## src/rtl/pwm_pkg.sv

```systemverilog
// pwm_pkg: shared state encoding and sizing constants for the PWM driver
package pwm_pkg;
  typedef enum logic [1:0] {IDLE = 2'd0, RUN = 2'd1, STOP = 2'd2} state_t;
  localparam int CNT_MAX = 254;
  localparam int DUTY_W = 8;
endpackage

```

## src/rtl/pwm_prescaler.sv

```systemverilog
// pwm_prescaler: emits a tick every prescale+1 clocks while run is high
module pwm_prescaler #(
  parameter int PRE_W = 8
) (
  input  logic             clk,
  input  logic             rst_n,
  input  logic             run,
  input  logic [PRE_W-1:0] prescale,
  output logic             tick
);
  logic [PRE_W-1:0] pre_cnt;
  // >= rather than == so lowering prescale below pre_cnt still ticks at once
  assign tick = run && (pre_cnt >= prescale);
  always_ff @(posedge clk or negedge rst_n)
    if (!rst_n) pre_cnt <= '0;
    else pre_cnt <= (!run || tick) ? '0 : pre_cnt + 1'b1;
endmodule

```

## src/rtl/pwm_driver.sv

```systemverilog
// pwm_driver: glitch-free PWM with shadowed duty updates applied at period boundaries.
// Optional SLEW_LIMIT_EN limits each boundary's duty change to SLEW_STEP.
module pwm_driver
  import pwm_pkg::*;
#(
  parameter int CNT_MAX = pwm_pkg::CNT_MAX,
  parameter int PRE_W = 8
`ifdef SLEW_LIMIT_EN
  , parameter int SLEW_STEP = 16
`endif
) (
  input  logic              clk,
  input  logic              rst_n,
  input  logic [DUTY_W-1:0] duty_in,
  input  logic              duty_valid,
  output logic              duty_ready,
  input  logic              enable,
  input  logic [PRE_W-1:0]  prescale,
  output logic              pwm_out,
  output logic              period_end,
  output logic [DUTY_W-1:0] duty_active
);
  localparam logic [DUTY_W-1:0] LAST = DUTY_W'(CNT_MAX);
  state_t state, state_nx;
  logic [DUTY_W-1:0] cnt, shadow, duty_next;
  logic pending, tick, run, boundary, xfer;
  assign run = state != IDLE;
  assign boundary = tick && cnt == LAST;
  assign duty_ready = !pending;
  assign xfer = duty_valid && !pending;
  pwm_prescaler #(.PRE_W(PRE_W)) u_pre (
    .clk(clk), .rst_n(rst_n), .run(run), .prescale(prescale), .tick(tick)
  );
`ifdef SLEW_LIMIT_EN
  localparam logic [DUTY_W-1:0] STEP = DUTY_W'(SLEW_STEP);
  // stepping toward shadow never overshoots it, so no wrap past 0/255
  always_comb
    duty_next = (shadow > duty_active)
      ? ((shadow - duty_active > STEP) ? duty_active + STEP : shadow)
      : ((duty_active - shadow > STEP) ? duty_active - STEP : shadow);
`else
  assign duty_next = shadow;
`endif
  always_comb begin
    state_nx = IDLE;
    case (state)
      IDLE: state_nx = enable ? RUN : IDLE;
      RUN:  state_nx = enable ? RUN : STOP;
      STOP: state_nx = enable ? RUN : (boundary ? IDLE : STOP);
      default: state_nx = IDLE;
    endcase
  end
  always_ff @(posedge clk or negedge rst_n)
    if (!rst_n) begin
      state <= IDLE;
      cnt <= '0;
      shadow <= '0;
      duty_active <= '0;
      pending <= 1'b0;
      pwm_out <= 1'b0;
      period_end <= 1'b0;
    end else begin
      state <= state_nx;
      cnt <= !run ? '0 : (tick ? ((cnt == LAST) ? '0 : cnt + 1'b1) : cnt);
      pwm_out <= run && (cnt < duty_active);
      period_end <= boundary;
      if (!run) begin
        if (xfer) duty_active <= duty_in;
        else if (pending) begin
          duty_active <= shadow;
          pending <= 1'b0;
        end
      end else if (xfer) begin
        shadow <= duty_in;
        pending <= 1'b1;
      end else if (boundary && pending) begin
        duty_active <= duty_next;
        pending <= duty_next != shadow;
      end
    end
endmodule

```

## config.mk

```make
export PLATFORM = sky130hd
export DESIGN_NAME = pwm_driver
export DESIGN_NICKNAME = d
export VERILOG_FILES = /design/src/rtl/pwm_pkg.sv /design/src/rtl/pwm_prescaler.sv /design/src/rtl/pwm_driver.sv
export SDC_FILE = /design/constraint.sdc
export NUM_CORES = 1
export LEC_CHECK = 0
export BUFFER_PORTS_ARGS = -buffer_cell sky130_fd_sc_hd__buf_2
export CAP_MARGIN = 30
export CORE_MARGIN = 2
export CORE_UTILIZATION = 34
export DETAILED_ROUTE_END_ITERATION = 10
export GPL_ROUTABILITY_DRIVEN = 0
export PLACE_DENSITY = 0.53
export REMOVE_ABC_BUFFERS = 1
export SYNTH_ARGS = -nofsm -noshare
export SYNTH_HDL_FRONTEND = slang
export SYNTH_SLANG_ARGS = --single-unit
```

## constraint.sdc

```tcl
create_clock -name clk -period 5.8 [get_ports clk]
set_clock_uncertainty 0.1 [all_clocks]
set_input_delay 0.58 -clock clk [delete_from_list [all_inputs] [get_ports clk]]
set_output_delay 0.58 -clock clk [all_outputs]
set_load 0.01 [all_outputs]
```

### After elaboration in Yosys (flattened, before gate mapping)

Index checks and enable logic that the tools add are counted.
Widths: inputs -> output; s select.

* input bits: 20
* bits in registers: 37
* output and inout port bits: 11
* logic and storage cells: 52

* muxes and demuxes: 18
* $add $sub $neg: 2
* reduce and logical (&&, ||, !) cells: 14
* $lt $le $gt $ge: 2
* eq/ne operators: 8

Operators with widths (count)
* $mux 8: 9
* $add 8x1->8 const B: 2
* $eq 8x8->1 const B: 1
* $ge 8x8->1: 1
* $lt 8x8->1: 1
* $mux 2: 3
* $pmux 2 s3: 1
* $logic_and 1x1->1: 5
* $mux 1: 5
* $ne 2x1->1 const B: 2
* $ne 2x2->1 const B: 2
* $reduce_and 2->1: 2
* $ne 3x1->1 const B: 1
* $reduce_and 3->1: 1
* $reduce_bool 3->1: 1
* $eq 2x1->1 const B: 1
* $eq 2x2->1 const B: 1
* $logic_not 1->1: 2
* $logic_not 2->1: 1
* $reduce_bool 2->1: 1
* $logic_or 1x1->1: 1

### Depth between registers and ports, before layout

Gate-level depths: netlist of the first run.

* depth in word-level cells: 7
* depth in mapped cells: 8
* gate-level depth less buffers: 7

### By module

Synthesis of the first run repeated with hierarchy kept, for this count alone.

* cell total of the unflattened synthesis: 192
* area total of the unflattened synthesis: 2108.3 um^2

Modules (own cells, without submodules)
* pwm_driver: sequential area each 725.7 um^2, area an instance 1530.2 um^2, instances 1, cells each 133
* pwm_prescaler: sequential area each 200.2 um^2, area an instance 578.1 um^2, instances 1, cells each 59

### Worst setup path before layout of the first run

Ideal clock, no wire load.

* kind: input to register
* start point: in prescale[3]
* end point: reg duty_active[0]
* arrival time: 2.217 ns
* required time: 5.575 ns
* path slack: 3.358 ns
* stages on the path: 7
* path buffers: 0
* path through: inv_1 > ha_1 > o21a_1 > nor2_1 > o311a_4 > a211oi_4 > mux2_4

* cells in the longest elaborated chain, start to end: 6

Ends and longest elaborated chain
* start: declaration: line pwm_driver.sv:18 `input logic [PRE_W-1:0] prescale,`
* $ge 8x8->1: line pwm_prescaler.sv:13 `assign tick = run && (pre_cnt >= prescale);`
* $logic_and 1x1->1: line pwm_prescaler.sv:13
* $logic_and 1x1->1: line pwm_driver.sv:28 `assign boundary = tick && cnt == LAST;`
* $logic_and 1x1->1: line pwm_driver.sv:76 `end else if (boundary && pending) begin`
* $ne 2x1->1 (no line)
* $reduce_and 3->1 (no line)
* end signal: assignment: line pwm_driver.sv:68 `if (xfer) duty_active <= duty_in;`
* end signal: assignment: line pwm_driver.sv:70 `duty_active <= shadow;`
* end signal: assignment: line pwm_driver.sv:77 `duty_active <= duty_next;`
* end: declaration: line pwm_driver.sv:21 `output logic [DUTY_W-1:0] duty_active`

No other way between the ends.
A chain may end at the register's enable or synchronous reset.

### Worst setup path after layout of the first run

* start point: reg u_pre.pre_cnt[0]
* end point: reg duty_active[0]

* cells in the longest elaborated chain, start to end: 6

Ends and longest elaborated chain
* start: declaration: line pwm_prescaler.sv:11 `logic [PRE_W-1:0] pre_cnt;`
* start signal: assignment: line pwm_prescaler.sv:16 `else pre_cnt <= (!run || tick) ? '0 : pre_cnt + 1'b1;`
* $ge 8x8->1: line pwm_prescaler.sv:13
* $logic_and 1x1->1: line pwm_prescaler.sv:13
* $logic_and 1x1->1: line pwm_driver.sv:28
* $logic_and 1x1->1: line pwm_driver.sv:76
* $ne 2x1->1 (no line)
* $reduce_and 3->1 (no line)

No other way between the ends.

==> key figures, run 1 <==
Run status
  • Status: complete, no violations

Synthesis
  • Synth top area share: 44.7%
  • Top cell type by total area after synthesis: dfrtp_1
  • Cell count after synthesis: 196
  • Syn Area/Cell: 10.6 um^2
  • Number of synthesized flops with an enable pin: 0
  • Cell Area, Synth: 2070 um^2
  • Synthesis Warnings: 0
  • Synth top area cells: dfrtp_1 45%, ha_1 11%, mux2i_1 6.8%, mux2_2 4.9%, inv_1 3.3%
  • Sequential area share after synthesis: 44.7%
  • Register bit total from synthesis: 37
  • Async SR Flop Fraction: 100%
  • Ys flop type: dfrtp_1
  • Count of unique library cells instantiated by Yosys: 43

Routing
  • Final wirelength: 4.05 mm
  • Wire per inst: 13.2 um
  • Starting DRT DRC Count: 114
  • Pre-Repair DR Iteration Count: 4
  • ANT nets after route: 0
  • Vias per cell: 4.98
  • # DRC: 0
  • Total number of vias: 1,524

GRT
  • Remaining global-route overflow: 0
  • Initial antenna violation count: 0
  • Pin count of the biggest net entering global routing: 38
  • Vias in the first global route: 1,521
  • Tot GR Track Use: 13.7%
  • First-pass GRT wire length: 6.91 mm

CTS
  • Hold-fix buffers, CTS: 0
  • CTS tree: done
  • Insertion delay to the later sink of the worst-skew pair: 290 ps
  • Post CTS Setup Buffer Count: 0
  • Clk buf depth: 2
  • Clk pin slew, worst setup/hold paths: 80 ps
  • CTS buffer count: 5
  • Clk sinks: 37
  • H-tree depth: 2
  • Root Driver: clkbuf_8
  • Cts repair resizes: 0

Finish
  • Register Area: 926 um^2
  • Commonest non-fill, non-tap cells in the layout: 37 x dfrtp_1, 31 x buf_2, 18 x inv_1, 18 x ha_1, 14 x mux2i_1
  • P&R area growth vs syn: 16.0%
  • Multi-input logic area: 1060 um^2
  • Commonest non-fill, non-tap cell in the layout: dfrtp_1
  • Layout cells sized above 1: 23.4%
  • Diode count: 0
  • Nets: 268
  • FILL cells: 594

Placement
  • Pre-CTS setup slack: 3020 ps
  • Placed wire-length estimate: 2.95 mm
  • # port buffers: 30

Timing
  • Worst Tran Pin Value: 841 ps
  • Final hold slack: 293 ps
  • Rel. slew slack: 44.0%
  • Final hold viol count: 0
  • Final setup fails: 0
  • Fmax achieved: 399 MHz
  • Final WS setup: 3290 ps
  • Min cycle time layout: 2510 ps
  • RSZ-0062 raised after global routing: false
  • Setup TNS: 0 ps
  • Fin. max-slew vios: 0
  • Tcrit/Tclk final: 43.2%

Die
  • DIE HEIGHT: 82.1 um
  • Die W: 82.1 um
  • Initial core utilization: 35.0%
  • CORE AREA: 5920 um^2
  • Die Area: 6740 um^2
  • I/O pin cnt: 31
  • FP Rows: 28

Worst setup path
  • WS Path Type: register to register
  • Critical Path Slowest Stage Cell: a211oi_4
  • R2r setup slk: 3290 ps
  • Critical Path Sink Type: register
  • Worst Setup Start Kind: register
  • CP max FO: 15
  • FF-to-FF Start: u_pre.pre_cnt[0]
  • Crit path arrival time: 2580 ps
  • Critical Path RT: 5870 ps
  • Reg-to-reg critical path endpoint: duty_active[0]
  • CP Cell Sequence: inv_1, ha_1, nand2b_1, a2111oi_1, o311a_4, a211oi_4, mux2_4
  • R2R cell count: 7
  • Max stage delay on crit path: 580 ps

Pwr
  • Max VDD drop: 0.000175 V
  • Power per Cell Area: 308 nW/um^2
  • Static leakage: 1.14 nW

Run
  • Max-cap viol count: 0

Hold path
  • Hold crit path type: input port to async pin
## registers in the layout, summed over array words and instances (netlist names)
register and cells:
duty_next 8, duty_active 8, period_end 1, state 2
pending 1, pwm_out 1, u_pre.pre_cnt 8, cnt 8
## synthesized netlist by cell type (2+ instances only)
master and count:
a21o_1 4, a21oi_1 10, nor2_1 13, xnor2_1 3
mux2_2 9, nand3_1 8, a32o_1 2, dfrtp_1 37
or3_1 4, o21ai_0 6, inv_1 18, ha_1 18
nand2_1 11, a211o_1 2, mux2i_1 14, nand2b_1 3
nor3_1 3, clkbuf_1 2, and3_1 3, xor2_1 3
## area by class of cell
| class | instances | area share, % |
|---|---|---|
| Timing Repair Buffer | 31 | 6.45 |
| Clock inverter | 1 | 0.208 |
| Inverter | 18 | 2.81 |
| Multi-Input combinational cell | 137 | 44.1 |
| Clock buffer | 7 | 4.01 |
| Tap cell | 75 | 3.90 |
| Sequential cell | 37 | 38.5 |
## power by group
group / internal, mW / switching (mW)
Clock: 0.107 / 0.0917
Combinational: 0.0941 / 0.106
Sequential: 0.311 / 0.0307
Total: 0.512 / 0.229
## metal layers
metal / GRT usage [%] / wire length, um / vias up
met5: 0 / 0 / -
li1: - / - / 756
met3: 4.02 / 205 / 7
met4: 5.33 / 65 / 0
met1: 17.2 / 1900 / 725
met2: 22.1 / 1880 / 36
## worst max-delay path, delay by kind of cell (launching register included)
kind | cells | cell delay [ps]
flops | 1 | 400
mux | 1 | 350
simple gates | 1 | 90
buf+inv | 1 | 60
compound gates | 3 | 1130
fa+ha+maj | 1 | 260
## cell families after synthesis
kind of cell             count (synthesis)  synth area share, %
buffers and inverters                   22                 4.16
adder cells (fa/ha/maj)                 18                 10.9
XOR/XNOR                                 6                 2.54
AND/OR/NAND/NOR                         54                 13.1
AO/OA/AOI/OAI                           35                 12.3
multiplexers                            24                 12.4
flip-flops                              37                 44.7
## worst max path at each step
stage	from	endpoint	slack, ps
2_1_floorplan	prescale[3]	duty_active[0]	3320
3_3_place_gp	prescale[0]	duty_active[0]	3080
4_1_cts	u_pre.pre_cnt[0]	duty_active[0]	3280
3_5_place_dp	prescale[0]	duty_active[0]	3020
5_1_grt	u_pre.pre_cnt[0]	duty_active[0]	3150
6_report	u_pre.pre_cnt[0]	duty_active[0]	3290
## metrics by stage
step           instances  power [mW]  util, %  area (um^2)
5_1_grt              306       0.798     40.6         2400
3_3_place_gp         297       0.546     38.8         2300
6_report             306       0.741     40.6         2400
2_1_floorplan        192       0.475        -         2050
3_5_place_dp         298       0.552     38.9         2300
4_1_cts              306       0.755     40.6         2400
Power figures use the tool's default switching activity.
==> inputs of run 2 (changes only) <==
Settings changed: ABC_AREA set to 1, PLACE_DENSITY 0.53 to 0.55.
Clock period 5.8 ns to 2.2 ns, I/O delays scaled along.
==> run 2 against run 1 <==
  * Sequential power rose to 2.7 times the previous value
  * First-iteration DRC count fell by 54%
  * Non-clock buffer count did not move
  * Sequential share of layout area fell by 1.1 points
  * Flip-flop and latch count did not move
  * Highest routed layer unchanged
  * Hold slack got worse by 240 ps
  * Die area rose by 3.7%
  * Largest power group unchanged
  * Clock power rose by 140%
==> key figures, run 2 <==
Worst setup path
  • Worst Setup Start Kind: register
  • Max stage delay on crit path: 440 ps (-140 ps)
  • Top delay family on crit path: simple AND/OR/NAND/NOR gates
  • R2R cell count: 12 (+5)
  • Critical Path Sink Type: register
  • Critical Path Slowest Stage Cell: dfrtp_1
  • Critical Path RT: 2290 ps (-3580 ps)
  • CP Cell Sequence: ha_1, nand2_1, nor2_1, nor2_1, nand2_1, nand2_2, nand2_2, nand3_2, nand2_4, nand2_4, nand2_1, nand2_1
  • CP max FO: 10 (-5)
  • WS Path Type: register to register
  • Worst path buffer plus inverter count: 0 (-1)
  • Most common cell on crit path: nand2_1
  • Critical Path Stages: 12 (+5)
  • Crit path arrival time: 1970 ps (-610 ps)

Placement
  • Cells after DPL: 368 (+23%)
  • Placed wire-length estimate: 3.28 mm (+11%)
  • # port buffers: 30 (unchanged)

GRT
  • Pin count of the biggest net entering global routing: 38 (unchanged)
  • Initial antenna violation count: 0 (unchanged)
  • Remaining global-route overflow: 0 (unchanged)
  • Met2 Usage GRT: 22.1% (about the same)
  • First-pass GRT wire length: 7.60 mm (+10%)
  • Vias in the first global route: 1,704 (+12%)
  • Met1 global-route usage: 16.6% (-0.61 points)
  • GRT busiest layer: met2
  • Tot GR Track Use: 13.1% (-0.52 points)
  • Met3 usage: 3.07% (-0.96 points)

CTS
  • H-tree depth: 2 (unchanged)
  • Clk pin slew, worst setup/hold paths: 80 ps (about the same)
  • Root Driver: clkbuf_8
  • CTS buffer count: 5 (unchanged)
  • Insertion delay to the later sink of the worst-skew pair: 290 ps (about the same)
  • CTS tree: done
  • Clk sinks: 37 (unchanged)
  • Clk buf depth: 2 (unchanged)

Routing
  • Starting DRT DRC Count: 52 (-54%)
  • Final wirelength: 4.22 mm (+4.2%)
  • Total number of vias: 1,727 (+13%)
  • Pre-Repair DR Iteration Count: 4 (unchanged)
  • Vias per cell: 4.58 (-8.0%)
  • # DRC: 0 (unchanged)
  • Wire per inst: 11.2 um (-15%)
  • ANT nets after route: 0 (unchanged)

Hold path
  • Hold Path Depth: 3
  • Hold crit path type: input port to register

Die
  • Die Area: 6990 um^2 (+3.7%)
  • I/O pin cnt: 31 (unchanged)
  • Initial core utilization: 35.7% (+0.72 points)
  • DIE HEIGHT: 83.6 um (+1.8%)
  • CORE AREA: 6030 um^2 (+1.8%)
  • FP Rows: 28 (unchanged)
  • Die W: 83.6 um (+1.8%)

Finish
  • Cell Count, Final, Fillers Out: 377 (+23%)
  • Layout cells sized above 1: 17.9% (-5.5 points)
  • Diode count: 0 (unchanged)
  • P&R area growth vs syn: 14.9%
  • Final Util: 41.1% (+0.45 points)
  • Nets: 339 (+26%)
  • Commonest non-fill, non-tap cells in the layout: 63 x nand2_1, 45 x inv_1, 37 x dfrtp_1
  • Commonest non-fill, non-tap cell in the layout: nand2_1

Synthesis
  • Cell count after synthesis: 266 (+36%)
  • Ys flop type: dfrtp_1
  • Cell Area, Synth: 2150 um^2 (+3.9%)
  • Top cell type by total area after synthesis: dfrtp_1
  • Syn Area/Cell: 8.10 um^2 (-23%)
  • Synth top area cells: dfrtp_1 43%, nand2_1 11%, ha_1 10%, inv_1 7.8%, o21ai_0 4.4%
  • Number of synthesized flops with an enable pin: 0 (unchanged)
  • Commonest cells in the synthesized netlist: 63 x nand2_1, 45 x inv_1, 37 x dfrtp_1, 19 x o21ai_0, 18 x ha_1
  • Sequential area share after synthesis: 43.0% (-1.7 points)
  • Most frequent cell after synthesis: nand2_1
  • Synthesis Warnings: 0 (unchanged)
  • Synth top area share: 43.0% (-1.7 points)
  • Count of unique library cells instantiated by Yosys: 33 (-23%)
  • Async SR Flop Fraction: 100% (unchanged)
  • Register bit total from synthesis: 37 (unchanged)

Pwr
  • Max VDD drop: 0.000397 V (+130%)
  • Power per Cell Area: 802 nW/um^2 (+160%)
  • Static leakage: 1.33 nW (+16%)

Timing
  • Min cycle time layout: 1890 ps (-623 ps)
  • Final hold slack: 51.3 ps (-242 ps)
  • Worst Tran Pin Value: 831 ps (-9.93 ps)
  • Final hold viol count: 0 (unchanged)
  • Setup TNS: 0 ps (unchanged)
  • RSZ-0062 raised after global routing: false
  • Fmax achieved: 530 MHz (+33%)
  • Fin. max-slew vios: 0 (unchanged)
  • Rel. slew slack: 44.6% (+0.66 points)
  • Tcrit/Tclk final: 85.7% (+42 points)
  • Final setup fails: 0 (unchanged)

Run
  • Max-cap viol count: 0 (unchanged)

Run status
  • Status: complete, no violations
==> run 2: metrics by stage <==
| stage | power (mW) | worst slack, ps | area [um^2] |
|---|---|---|---|
| finish | 1.99 | 314 | 2470 |
| global route | 2.17 | 168 | 2470 |
| CTS | 2.02 | 298 | 2470 |
| detailed placement | 1.55 | 313 | 2380 |
| global placement | 1.53 | 344 | 2380 |
| floorplan | 1.32 | 545 | 2140 |
==> run 2: report_power, final <==
group	internal, mW	switching [mW]
registers	0.826	0.103
clock network	0.220	0.249
logic	0.237	0.351
==> run 2: kinds of logic (layout without fill, tap and decap cells) <==
| group | count (synthesis) | count (layout) | share of synthesized area, % |
|---|---|---|---|
| muxes | 1 | 1 | 0.465 |
| and+or+nand+nor | 119 | 119 | 26.4 |
| AOI/OAI and AO/OA | 37 | 37 | 9.06 |
| buffers and inverters | 50 | 86 | 9.01 |
| DFF | 37 | 37 | 43.0 |
| adders and majority gates | 18 | 18 | 10.5 |
| xor gates and xnor gates | 4 | 4 | 1.63 |
==> run 2: tightest hold or removal path, cell delays in order <==
cell and delay (ps):
buf_2 100, inv_1 40, nor2_1 40
==> run 2: repair_timing <==
| item | 4_1_cts | 5_1_grt |
|---|---|---|
| hold buffers | 1 | 0 |
| hold endpoints to repair | 37 | 0 |
| resized for setup | 0 | 0 |
| setup buffers | 0 | 0 |
==> run 2: worst paths after layout <==
kind	slack [ps]	from	end
worst max-delay path	310	u_pre.pre_cnt[3]	duty_active[0]
worst min-delay path	50	enable	state[0]
worst max register to register	310	u_pre.pre_cnt[3]	duty_active[0]
worst min register to register	370	u_pre.pre_cnt[0]	u_pre.pre_cnt[0]
max in group asynchronous	1010	rst_n	u_pre.pre_cnt[3]
min in group asynchronous	460	rst_n	duty_next[6]
==> run 2: layout make-up <==
type                            instances  area (um^2)
Tap cell                               75         93.8
Inverter                               47          179
Clock inverter                          2         10.0
Sequential cell                        37          926
Timing Repair Buffer                   31          160
Multi-Input combinational cell        179         1030
Clock buffer                            6         72.6
Fill cell                             646         3550
==> run 2: layer usage <==
metal	share of wire, %	up-vias
li1	-	916
met1	48	775
met2	47	29
met3	4.0	7
met4	1.4	0
met5	0	-
